File: config.mk
export PLATFORM = sky130hd
export DESIGN_NAME = fwnoc_router_ingress_mgr
export DESIGN_NICKNAME = d
export VERILOG_FILES = /design/src/rtl/fwnoc_pkg.sv /design/src/rtl/fwnoc_pkt_size_dec.sv /design/src/rtl/fwnoc_router_ingress_mgr.sv
export SDC_FILE = /design/constraint.sdc
export NUM_CORES = 1
export LEC_CHECK = 0
export ABC_AREA = 1
export ABC_CLOCK_PERIOD_IN_PS = 3800
export CORE_UTILIZATION = 31
export DETAILED_ROUTE_END_ITERATION = 7
export PLACE_DENSITY_LB_ADDON = 0.1
export SLEW_MARGIN = 20
export SYNTH_ARGS = -nofsm -noshare
export SYNTH_HDL_FRONTEND = slang
export SYNTH_SLANG_ARGS = --single-unit
File: constraint.sdc
create_clock -name clock -period 3.8 [get_ports clock]
set_input_delay 1.14 -clock clock [delete_from_list [all_inputs] [get_ports clock]]
set_output_delay 1.14 -clock clock [all_outputs]
set_load 0.005 [all_outputs]
File: src/rtl/fwnoc_pkg.sv
// Shared fwnoc definitions: header field layout, packet size decode and the
// ingress/egress state encoding.
package fwnoc_pkg;

    localparam int SZ_LSB    = 0;
    localparam int SZ_MSB    = 3;
    localparam int PORT_LSB  = 4;
    localparam int PORT_MSB  = 5;
    localparam int SZ_W      = SZ_MSB - SZ_LSB + 1;
    localparam int PORT_W    = PORT_MSB - PORT_LSB + 1;
    localparam int NUM_PORTS = 1 << PORT_W;
    localparam int PAY_W     = 5;

    localparam logic [SZ_W-1:0] SZ_CODE_0  = 4'd0;
    localparam logic [SZ_W-1:0] SZ_CODE_1  = 4'd1;
    localparam logic [SZ_W-1:0] SZ_CODE_2  = 4'd2;
    localparam logic [SZ_W-1:0] SZ_CODE_4  = 4'd3;
    localparam logic [SZ_W-1:0] SZ_CODE_8  = 4'd4;
    localparam logic [SZ_W-1:0] SZ_CODE_16 = 4'd5;

    typedef enum logic {
        ST_IDLE = 1'b0,
        ST_FWD  = 1'b1
    } state_t;

    // Payload words following the header; unsupported codes become header-only.
    function automatic logic [PAY_W-1:0] size_decode(input logic [SZ_W-1:0] code);
        case (code)
            SZ_CODE_0:  return 5'd0;
            SZ_CODE_1:  return 5'd1;
            SZ_CODE_2:  return 5'd2;
            SZ_CODE_4:  return 5'd4;
            SZ_CODE_8:  return 5'd8;
            SZ_CODE_16: return 5'd16;
            default:    return 5'd0;
        endcase
    endfunction

    function automatic logic size_code_bad(input logic [SZ_W-1:0] code);
        return code > SZ_CODE_16;
    endfunction

endpackage

File: src/rtl/fwnoc_pkt_size_dec.sv
// Combinational header size decoder shared by the ingress manager and the
// egress arbiter.
module fwnoc_pkt_size_dec
    import fwnoc_pkg::*;
(
    input  logic [SZ_W-1:0]  i_code,
    output logic [PAY_W-1:0] o_count,
    output logic             o_bad
);

    assign o_count = size_decode(i_code);
    assign o_bad   = size_code_bad(i_code);

endmodule

File: src/rtl/fwnoc_router_ingress_mgr.sv
// Ingress demultiplexer: decodes the header beat, then steers the whole packet
// to one of four outputs with no buffering and no interleaving.
module fwnoc_router_ingress_mgr
    import fwnoc_pkg::*;
#(
    parameter int DAT_WIDTH = 32
) (
    input  logic                 clock,
    input  logic                 reset,
    input  logic [DAT_WIDTH-1:0] i_dat,
    input  logic                 i_valid,
    output logic                 i_ready,
    output logic [DAT_WIDTH-1:0] o0_dat,
    output logic [DAT_WIDTH-1:0] o1_dat,
    output logic [DAT_WIDTH-1:0] o2_dat,
    output logic [DAT_WIDTH-1:0] o3_dat,
    output logic                 o0_valid,
    output logic                 o1_valid,
    output logic                 o2_valid,
    output logic                 o3_valid,
    input  logic                 o0_ready,
    input  logic                 o1_ready,
    input  logic                 o2_ready,
    input  logic                 o3_ready,
    output logic                 busy,
    output logic                 err_sz
);

    state_t                 r_state,     w_state_nxt;
    logic [PORT_W-1:0]      r_port,      w_port_nxt;
    logic [PAY_W-1:0]       r_remaining, w_remaining_nxt;
    logic                   r_err_sz,    w_err_sz_nxt;
    logic [PAY_W-1:0]       w_dec_count;
    logic                   w_dec_bad;
    logic [NUM_PORTS-1:0]   w_o_ready;
    logic [NUM_PORTS-1:0]   w_o_valid;

    assign w_o_ready = {o3_ready, o2_ready, o1_ready, o0_ready};

    fwnoc_pkt_size_dec u_size_dec (
        .i_code  (i_dat[SZ_MSB:SZ_LSB]),
        .o_count (w_dec_count),
        .o_bad   (w_dec_bad)
    );

    // NOTE: state registers use non-blocking assignments so every flop samples pre-edge values.
    always_ff @(posedge clock or posedge reset) begin
        if (reset) begin
            r_state     <= ST_IDLE;
            r_port      <= '0;
            r_remaining <= '0;
            r_err_sz    <= 1'b0;
        end else begin
            r_state     <= w_state_nxt;
            r_port      <= w_port_nxt;
            r_remaining <= w_remaining_nxt;
            r_err_sz    <= w_err_sz_nxt;
        end
    end

    // NOTE: every output of this block gets a default first so no latch is inferred.
    always_comb begin
        w_state_nxt     = r_state;
        w_port_nxt      = r_port;
        w_remaining_nxt = r_remaining;
        w_err_sz_nxt    = 1'b0;
        w_o_valid       = '0;
        i_ready         = 1'b0;
        case (r_state)
            ST_IDLE: begin
                if (i_valid) begin
                    w_state_nxt     = ST_FWD;
                    w_port_nxt      = i_dat[PORT_MSB:PORT_LSB];
                    w_remaining_nxt = w_dec_count;
                    w_err_sz_nxt    = w_dec_bad;
                end
            end
            ST_FWD: begin
                w_o_valid[r_port] = i_valid;
                i_ready           = w_o_ready[r_port];
                if (i_valid && w_o_ready[r_port]) begin
                    if (r_remaining == '0) w_state_nxt = ST_IDLE;
                    else                   w_remaining_nxt = r_remaining - PAY_W'(1);
                end
            end
            default: w_state_nxt = ST_IDLE;
        endcase
    end

    // Data fans out unconditionally; only the selected valid qualifies it.
    assign o0_dat   = i_dat;
    assign o1_dat   = i_dat;
    assign o2_dat   = i_dat;
    assign o3_dat   = i_dat;
    assign o0_valid = w_o_valid[0];
    assign o1_valid = w_o_valid[1];
    assign o2_valid = w_o_valid[2];
    assign o3_valid = w_o_valid[3];
    assign busy     = (r_state == ST_FWD);
    assign err_sz   = r_err_sz;

endmodule

## After elaboration in Yosys (flattened, before gate mapping)

Cells that the tools add are included.

- $add $sub $neg: 1
- Magnitude comparators: 3
- Equal/unequal tests: 8
- Mux-type cells: 17
- Bitwise operators: 2
- Reduce and logical (&&, ||, !) cells: 5

Operator list:

| kind | count |
|---|---|
| case mux 5 bit (5 select lines) | 1 |
| 2-to-1 mux 5 bit | 3 |
| case mux 5 bit (2 select lines) | 1 |
| equality test 4 x 2 -> 1 bit, second input constant | 2 |
| equality test 4 x 3 -> 1 bit, second input constant | 2 |
| 2-to-1 mux 1 bit | 8 |
| zero test 5 bit | 1 |
| subtractor 5 x 1 -> 5 bit, second input constant | 1 |
| AND 4 bit | 1 |
| equality test 4 x 1 -> 1 bit, second input constant | 1 |
| greater-than comparator 4 x 3 -> 1 bit, second input constant | 1 |
| 2-to-1 mux 4 bit | 1 |
| != test 2 bit, second input constant | 2 |
| less-than comparator 2 x 3 -> 1 bit, second input constant | 1 |
| AND reduction 3 bit | 1 |
| binary-select mux 1 bit (select 2 bit) | 1 |
| demux 1 bit (select 2 bit) | 1 |
| greater-or-equal comparator 2 x 1 -> 1 bit, second input constant | 1 |
| logical AND 1 bit | 2 |
| != test 2 x 1 -> 1 bit, second input constant | 1 |
| case mux 1 bit (2 select lines) | 1 |
| AND reduction 2 bit | 1 |
| inverter 1 bit | 1 |

- Register bits: 9
- Output and inout port bits: 135
- Word-level logic and storage cells: 40

## Logic depth before layout (Yosys ltp)

Gate-level depths: netlist (run 1).

- Word-level depth: 6
- Depth in mapped cells: 9

## Modules after synthesis

A second synthesis (run 1) with hierarchy kept.

- Cells, all modules: 230
- Area total of the unflattened synthesis: 1619.1 µm²

Modules (own cells, without submodules):

| module | instances | cells an instance | area an instance (µm²) |
|---|---|---|---|
| fwnoc_router_ingress_mgr | 1 | 212 | 1551.5 |
| fwnoc_pkt_size_dec | 1 | 18 | 67.6 |

## Worst setup path after synthesis (run 1)

No wires, ideal clock.

- Path kind: input to output
- Start point: input port o3_ready
- End point: output port i_ready
- Data arrival time: 1480 ps
- Setup slack: 1180 ps
- Cell stages on the path: 4
- Buffers on the path: 0
- Path through: nand2_1 nand2_1 nand2_2 a21oi_1

- Word-level cells in the longest chain between the ends: 3

RTL lines:

| what | line | text |
|---|---|---|
| start: declaration | fwnoc_router_ingress_mgr.sv:24 | `input logic o3_ready,` |
| binary-select mux 1 bit (select 2 bit) | fwnoc_router_ingress_mgr.sv:80 | `i_ready = w_o_ready[r_port];` |
| 2-to-1 mux 1 bit (implied by the code) | fwnoc_router_ingress_mgr.sv:80 |  |
| 2-to-1 mux 1 bit | fwnoc_router_ingress_mgr.sv:69 | `case (r_state)` |
| end: declaration | fwnoc_router_ingress_mgr.sv:12 | `output logic i_ready,` |

No other way between the ends. The select of a mux whose other input is x is not followed.

## Final worst setup path (run 1)

Same ends and word-level chain as after synthesis.

==> results.py, run 1 <==
metrics = {
    "outcome": {
        "status": "finished clean",
    },
    "logic_synthesis": {
        "synthMuxAreaShare_pct": 0,
        "synthAdderAreaFrac_pct": 0.7968,
        "synth_top_family_by_area": "buffers and inverters",
        "synth_seq_area_share_pct": 14.34,
        "synth_cell_types": 18,
        "synth_cells": 217,
        "synth_compound_area_share_pct": 3.347,
        "synth_xor_area_share_pct": 0,
        "syn_area_per_cell_sq_um": 7.236,
        "yosys_warnings": 0,
        "ys_seq_elements": 9,
        "syn_area_sq_um": 1570,
        "synth-simple-area-share_pct": 17.45,
        "syn_nets": 257,
    },
    "placed_design": {
        "dp_slack_ns": 0.2149,
        "port_buffers": 43,
        "dp.cells": 199,
        "routabilityCongestion": 0.8035,
        "hpwl_um": 1939,
    },
    "timing": {
        "finalHoldViolations": 0,
        "setup_viol": 0,
        "max_freq_ghz": 0.2782,
        "slew_violations": 0,
        "worstMarginPinSlew_ns": 0.3774,
        "period_minus_slack_ns": 3.595,
        "setup-tns-final_ns": 0,
        "timing.final.ws_setup_ns": 0.2052,
        "slew_headroom_pct": 74.81,
        "skew_ns": 0.001536,
        "rsz0062_at_grt": "false",
        "finalCritPeriodShare_pct": 94.60,
    },
    "floorplanning": {
        "placeableCoreArea_sq_um": 4786,
        "io_pins": 174,
        "floorplan.rows": 25,
        "die_w_um": 73.17,
        "die_height_um": 73.17,
        "die_area_sq_um": 5354,
        "start_util_pct": 32.81,
    },
    "worst_setup_path": {
        "crit_path_start_kind": "input port",
        "r2r-start": "r_remaining[0]",
        "slowest_delay_ns": 0.51,
        "r2r_setup_slack_ns": 2.45,
        "cp-end-kind": "output pin",
        "cp.required_ns": 2.66,
        "r2r_end": "r_remaining[4]",
        "ff2ff_path_depth": 7,
        "worstPathCellList": "clkdlybuf4s50_1 -> nand2_1 -> nand2_1 -> nand2_2 -> a21oi_1 -> clkdlybuf4s50_1",
        "crit_type": "input port to output pin",
        "crit_slowest_cell": "clkdlybuf4s50_1",
        "crit_fanout": 2,
        "crit_arrival_ns": 2.45,
    },
    "min_path": {
        "worstHoldStart": "r_remaining[1]",
        "min_path_type": "flop to flop",
        "holdPathStages": 2,
        "min_delay_worst_endpoint": "r_remaining[1]",
    },
    "layout": {
        "drive_gt1_share_pct": 8.824,
        "final_cell_mix": "43 x clkdlybuf4s50_1, 27 x nand2_1, 11 x nor2_1, 9 x dfrtp_1",
        "syn_to_final_growth_pct": -25.58,
        "final_cells": 203,
        "utilization_pct": 24.42,
        "final_nets": 177,
        "antenna_cells": 0,
        "layout_commonest_cell": "clkdlybuf4s50_1",
    },
    "cts": {
        "cts_setup_buffers": 0,
        "clock_latency_ns": 0.23,
        "holdBufCountCts": 0,
        "clock_sink_count": 9,
        "cts.clk_slew.worst_paths_ns": 0.05,
        "cts-root-buf": "clkbuf_8",
        "cts.htree.levels": 1,
        "postCtsResizedCells": 0,
        "cts_tree": "yes",
        "clock_path_buffers": 2,
        "cts_made_buffers": 3,
    },
    "grt": {
        "grt_pass1_vias": 755,
        "grt_antenna_before_repair": 0,
        "grt-ovfl-total": 0,
        "grtUsageTotal_pct": 9.341,
        "grt_max_degree": 13,
        "grt_pass1_wl_um": 3746,
    },
    "drt": {
        "route.detailed.drc": 0,
        "wl_um": 2384,
        "first_pass_iters": 4,
        "drt.antenna.violating_nets": 0,
        "drt_iter0_drc": 18,
        "post_drt_via_cell_ratio": 3.823,
        "vias": 776,
        "routedWlPerCell_um": 11.74,
    },
    "pwr": {
        "ir_worst_vdd_uv": 114.6,
        "powerDensity_nw_per_um2": 544.3,
        "total_power_w": 0.0006361,
        "cellLeakagePower_nw": 0.5122,
    },
    "run": {
        "drv_cap": 0,
    },
}
==> synth_stat cells (all sizes together) <==
library cell,count,area share [%]
a21oi,3,0.96
nand2,32,9.1
dfrtp,9,14
nor2,11,2.6
ha,1,0.80
nand3,9,3.7
nor3,5,1.6
inv,10,2.4
o21ai,5,1.6
a31oi,1,0.40
o22ai,1,0.40
buf,129,62
nand3b,1,0.48
==> stage by stage <==
step | area (sq um) | hold slack [ns]
after floorplan | 1570 | 0.4756
after global placement | 1124 | 0.5033
after detailed placement | 1124 | 0.4990
after CTS | 1169 | 0.5159
after global routing | 1169 | 0.5434
final | 1169 | 0.5152
==> power breakdown <==
group | total (W) | switching, W | internal [W]
clock | 0.000111 | 0.0000378 | 0.0000731
sequential | 0.000176 | 0.0000393 | 0.000137
combinational | 0.000349 | 0.000186 | 0.000163
total | 0.000636 | 0.000263 | 0.000373
==> worst max path at each step <==
stage,from,end,cells past startpoint
5_1_grt,o1_ready,i_ready,6
3_3_place_gp,o3_ready,i_ready,6
4_1_cts,o3_ready,i_ready,6
3_5_place_dp,o3_ready,i_ready,6
6_report,o3_ready,i_ready,6
2_1_floorplan,o3_ready,i_ready,4
==> registers in the layout, indices dropped and copies added, names as in the netlist <==
register / cells
r_port: 2
err_sz: 1
busy: 1
r_remaining: 5
==> critical path, delay by kind of cell <==
| family | cells | cell delay (ns) |
|---|---|---|
| AOI/OAI and AO/OA | 1 | 0.14 |
| and+or+nand+nor | 3 | 0.20 |
| buffers and inverters | 2 | 0.97 |
==> cells by family after synthesis <==
group / count (synthesis)
AO/OA/AOI/OAI: 10
flip-flops: 9
AND/OR/NAND/NOR: 58
buffers and inverters: 139
adder cells (fa/ha/maj): 1
==> per-layer routing <==
metal  global-route usage (%)  share of wire, %  vias up
li1                         -                 -      381
met1                    10.48                38      315
met2                    15.02                46       71
met3                    3.177                14        9
met4                    6.100               2.4        0
met5                        0                 0        -
==> cell type report <==
class | count | area (sq um)
Clock buffer | 4 | 45.04
Fill cell | 560 | 3617
Inverter | 10 | 37.54
Multi-Input combinational cell | 69 | 339.1
Sequential cell | 9 | 225.2
Tap cell | 67 | 83.83
Timing Repair Buffer | 44 | 437.9
(Power assumes the default switching activity.)
==> run 2: changes to the inputs <==
--- a/config.mk
+++ b/config.mk
@@ -6,8 +6,8 @@
 export NUM_CORES = 1
 export LEC_CHECK = 0
 export ABC_AREA = 1
-export ABC_CLOCK_PERIOD_IN_PS = 3800
 export CORE_UTILIZATION = 31
+export CTS_BUF_LIST = sky130_fd_sc_hd__clkbuf_4
 export DETAILED_ROUTE_END_ITERATION = 7
 export PLACE_DENSITY_LB_ADDON = 0.1
 export SLEW_MARGIN = 20
==> results.py, run 2 (synthesis gave the netlist of run 1 again) <==
metrics = {
    "floorplanning": {
        "io_pins": 174,
        "floorplan.rows": 25,
        "die_height_um": 73.17,
        "die_w_um": 73.17,
        "placeableCoreArea_sq_um": 4786,
        "die_area_sq_um": 5354,
        "start_util_pct": 32.81,
    },
    "cts": {
        "cts_setup_buffers": 0,
        "holdBufCountCts": 0,
        "clock_path_buffers": 2,
        "cts_tree": "yes",
        "postCtsResizedCells": 0,
        "cts.htree.levels": 1,
        "cts_made_buffers": 3,
        "clock_sink_count": 9,
        "cts.clk_slew.worst_paths_ns": 0.06,
        "cts-root-buf": "clkbuf_4",
        "clock_latency_ns": 0.26,
    },
    "drt": {
        "route.detailed.drc": 0,
        "first_pass_iters": 4,
        "wl_um": 2387,
        "drt_iter0_drc": 16,
        "post_drt_via_cell_ratio": 3.833,
        "wl_met2_um": 1100,
        "wl_met1_um": 924,
        "dr_wl_met3_um": 319,
        "vias": 778,
        "routedWlPerCell_um": 11.76,
        "top_layer_used": "met4",
        "drt.antenna.violating_nets": 0,
    },
    "timing": {
        "slew_violations": 0,
        "finalHoldViolations": 0,
        "finalCritPeriodShare_pct": 94.59,
        "worst_hold_slack_ns": 0.5349,
        "skew_ns": 0.001120,
        "worstMarginPinSlew_ns": 0.3795,
        "rsz0062_at_grt": "false",
        "setup-tns-final_ns": 0,
        "period_minus_slack_ns": 3.594,
        "slew_headroom_pct": 74.67,
        "setup_viol": 0,
        "max_freq_ghz": 0.2782,
    },
    "grt": {
        "grt_pass1_wl_um": 3719,
        "grtUsageTotal_pct": 9.225,
        "grt-ovfl-total": 0,
        "grt_max_degree": 13,
        "grt_antenna_before_repair": 0,
        "grt_pass1_vias": 751,
    },
    "layout": {
        "layout_commonest_cell": "clkdlybuf4s50_1",
        "syn_to_final_growth_pct": -26.53,
        "drive_gt1_share_pct": 9.559,
        "largest_reg_flops": 5,
        "utilization_pct": 24.10,
        "antenna_cells": 0,
        "fin_area_sq_um": 1154,
        "top_regs": "r_remaining (5), r_port (2)",
        "final_cell_mix": "43 x clkdlybuf4s50_1, 27 x nand2_1, 11 x nor2_1, 9 x dfrtp_1",
        "final_nets": 177,
        "top_register": "r_remaining",
    },
    "pwr": {
        "ir_worst_vdd_uv": 95.11,
        "p_comb_share_pct": 57.6,
        "clockPowerShare_pct": 13.4,
        "p_sw_w": 0.0002609,
        "p_int_w": 0.0003468,
        "cellLeakagePower_nw": 0.5079,
        "pwr-share-seq_pct": 29.1,
        "powerDensity_nw_per_um2": 526.8,
        "netSwitchingFraction_pct": 42.93,
    },
    "placed_design": {
        "placed_cell_area_sq_um": 1124,
        "port_buffers": 43,
        "routabilityCongestion": 0.8035,
        "hpwl_um": 1939,
    },
    "outcome": {
        "status": "finished clean",
    },
    "worst_setup_path": {
        "cp.required_ns": 2.66,
        "crit_slowest_cell": "clkdlybuf4s50_1",
        "crit_arrival_ns": 2.45,
        "crit_path_start_kind": "input port",
        "crit_fanout": 2,
        "crit_buf_inv": 2,
        "worstPathCellList": "clkdlybuf4s50_1 -> nand2_1 -> nand2_1 -> nand2_2 -> a21oi_1 -> clkdlybuf4s50_1",
        "cp-end-kind": "output pin",
        "slowest_delay_ns": 0.51,
        "crit_family": "buffers and inverters",
        "crit_type": "input port to output pin",
    },
    "run": {
        "drv_cap": 0,
    },
    "min_path": {
        "min_path_type": "flop to flop",
    },
}
[run 2: power groups by stage]
stage          registers, W  logic, W  clock network (W)
6_report           0.000177  0.000350          0.0000813
5_1_grt            0.000183  0.000409          0.0000911
4_1_cts            0.000176  0.000357          0.0000868
3_5_place_dp       0.000178  0.000356                  0
3_3_place_gp       0.000180  0.000357                  0
2_1_floorplan      0.000168  0.000334                  0
[run 2: stage by stage]
step	instances	setup WS (ns)	total power [W]
after global placement	199	0.2188	0.0005361
after floorplan	217	1.181	0.0005021
after CTS	203	0.2026	0.0006201
final	203	0.2056	0.0006077
after detailed placement	199	0.2149	0.0005340
after global routing	203	0.1038	0.0006837
[run 2: area by class of cell]
class                      instances  area (sq um)
inverter                          10         37.54
timing repair buffer              44         437.9
fill                             559          3632
multi-input combinational         69         339.1
clock buffer                       4         30.03
sequential                         9         225.2
tap                               67         83.83
[run 2: path summary, 6_finish.rpt]
kind	start	endpoint	slack (ns)	depth (start not counted)
max in group asynchronous	reset	r_remaining[2]	2.37	2
min	r_remaining[4]	r_remaining[4]	0.53	2
max	o3_ready	i_ready	0.21	6
min reg2reg	r_remaining[4]	r_remaining[4]	0.53	2
min in group asynchronous	reset	err_sz	1.16	2
max reg2reg	r_remaining[0]	r_remaining[4]	2.44	7
[run 2: per-layer routing]
metal / track usage, % / vias up
met5: 0 / -
met4: 5.447 / 0
met3: 3.177 / 7
met2: 14.92 / 69
met1: 10.48 / 321
li1: - / 381
[run 2: worst register-to-register path, cell delays in order, from the launching register on]
cell	delay, ns
dfrtp_1	0.40
inv_1	0.09
ha_1	0.21
nand3b_1	0.18
nand3_4	0.18
nand2_4	0.08
nand2_1	0.07
nand2_1	0.05
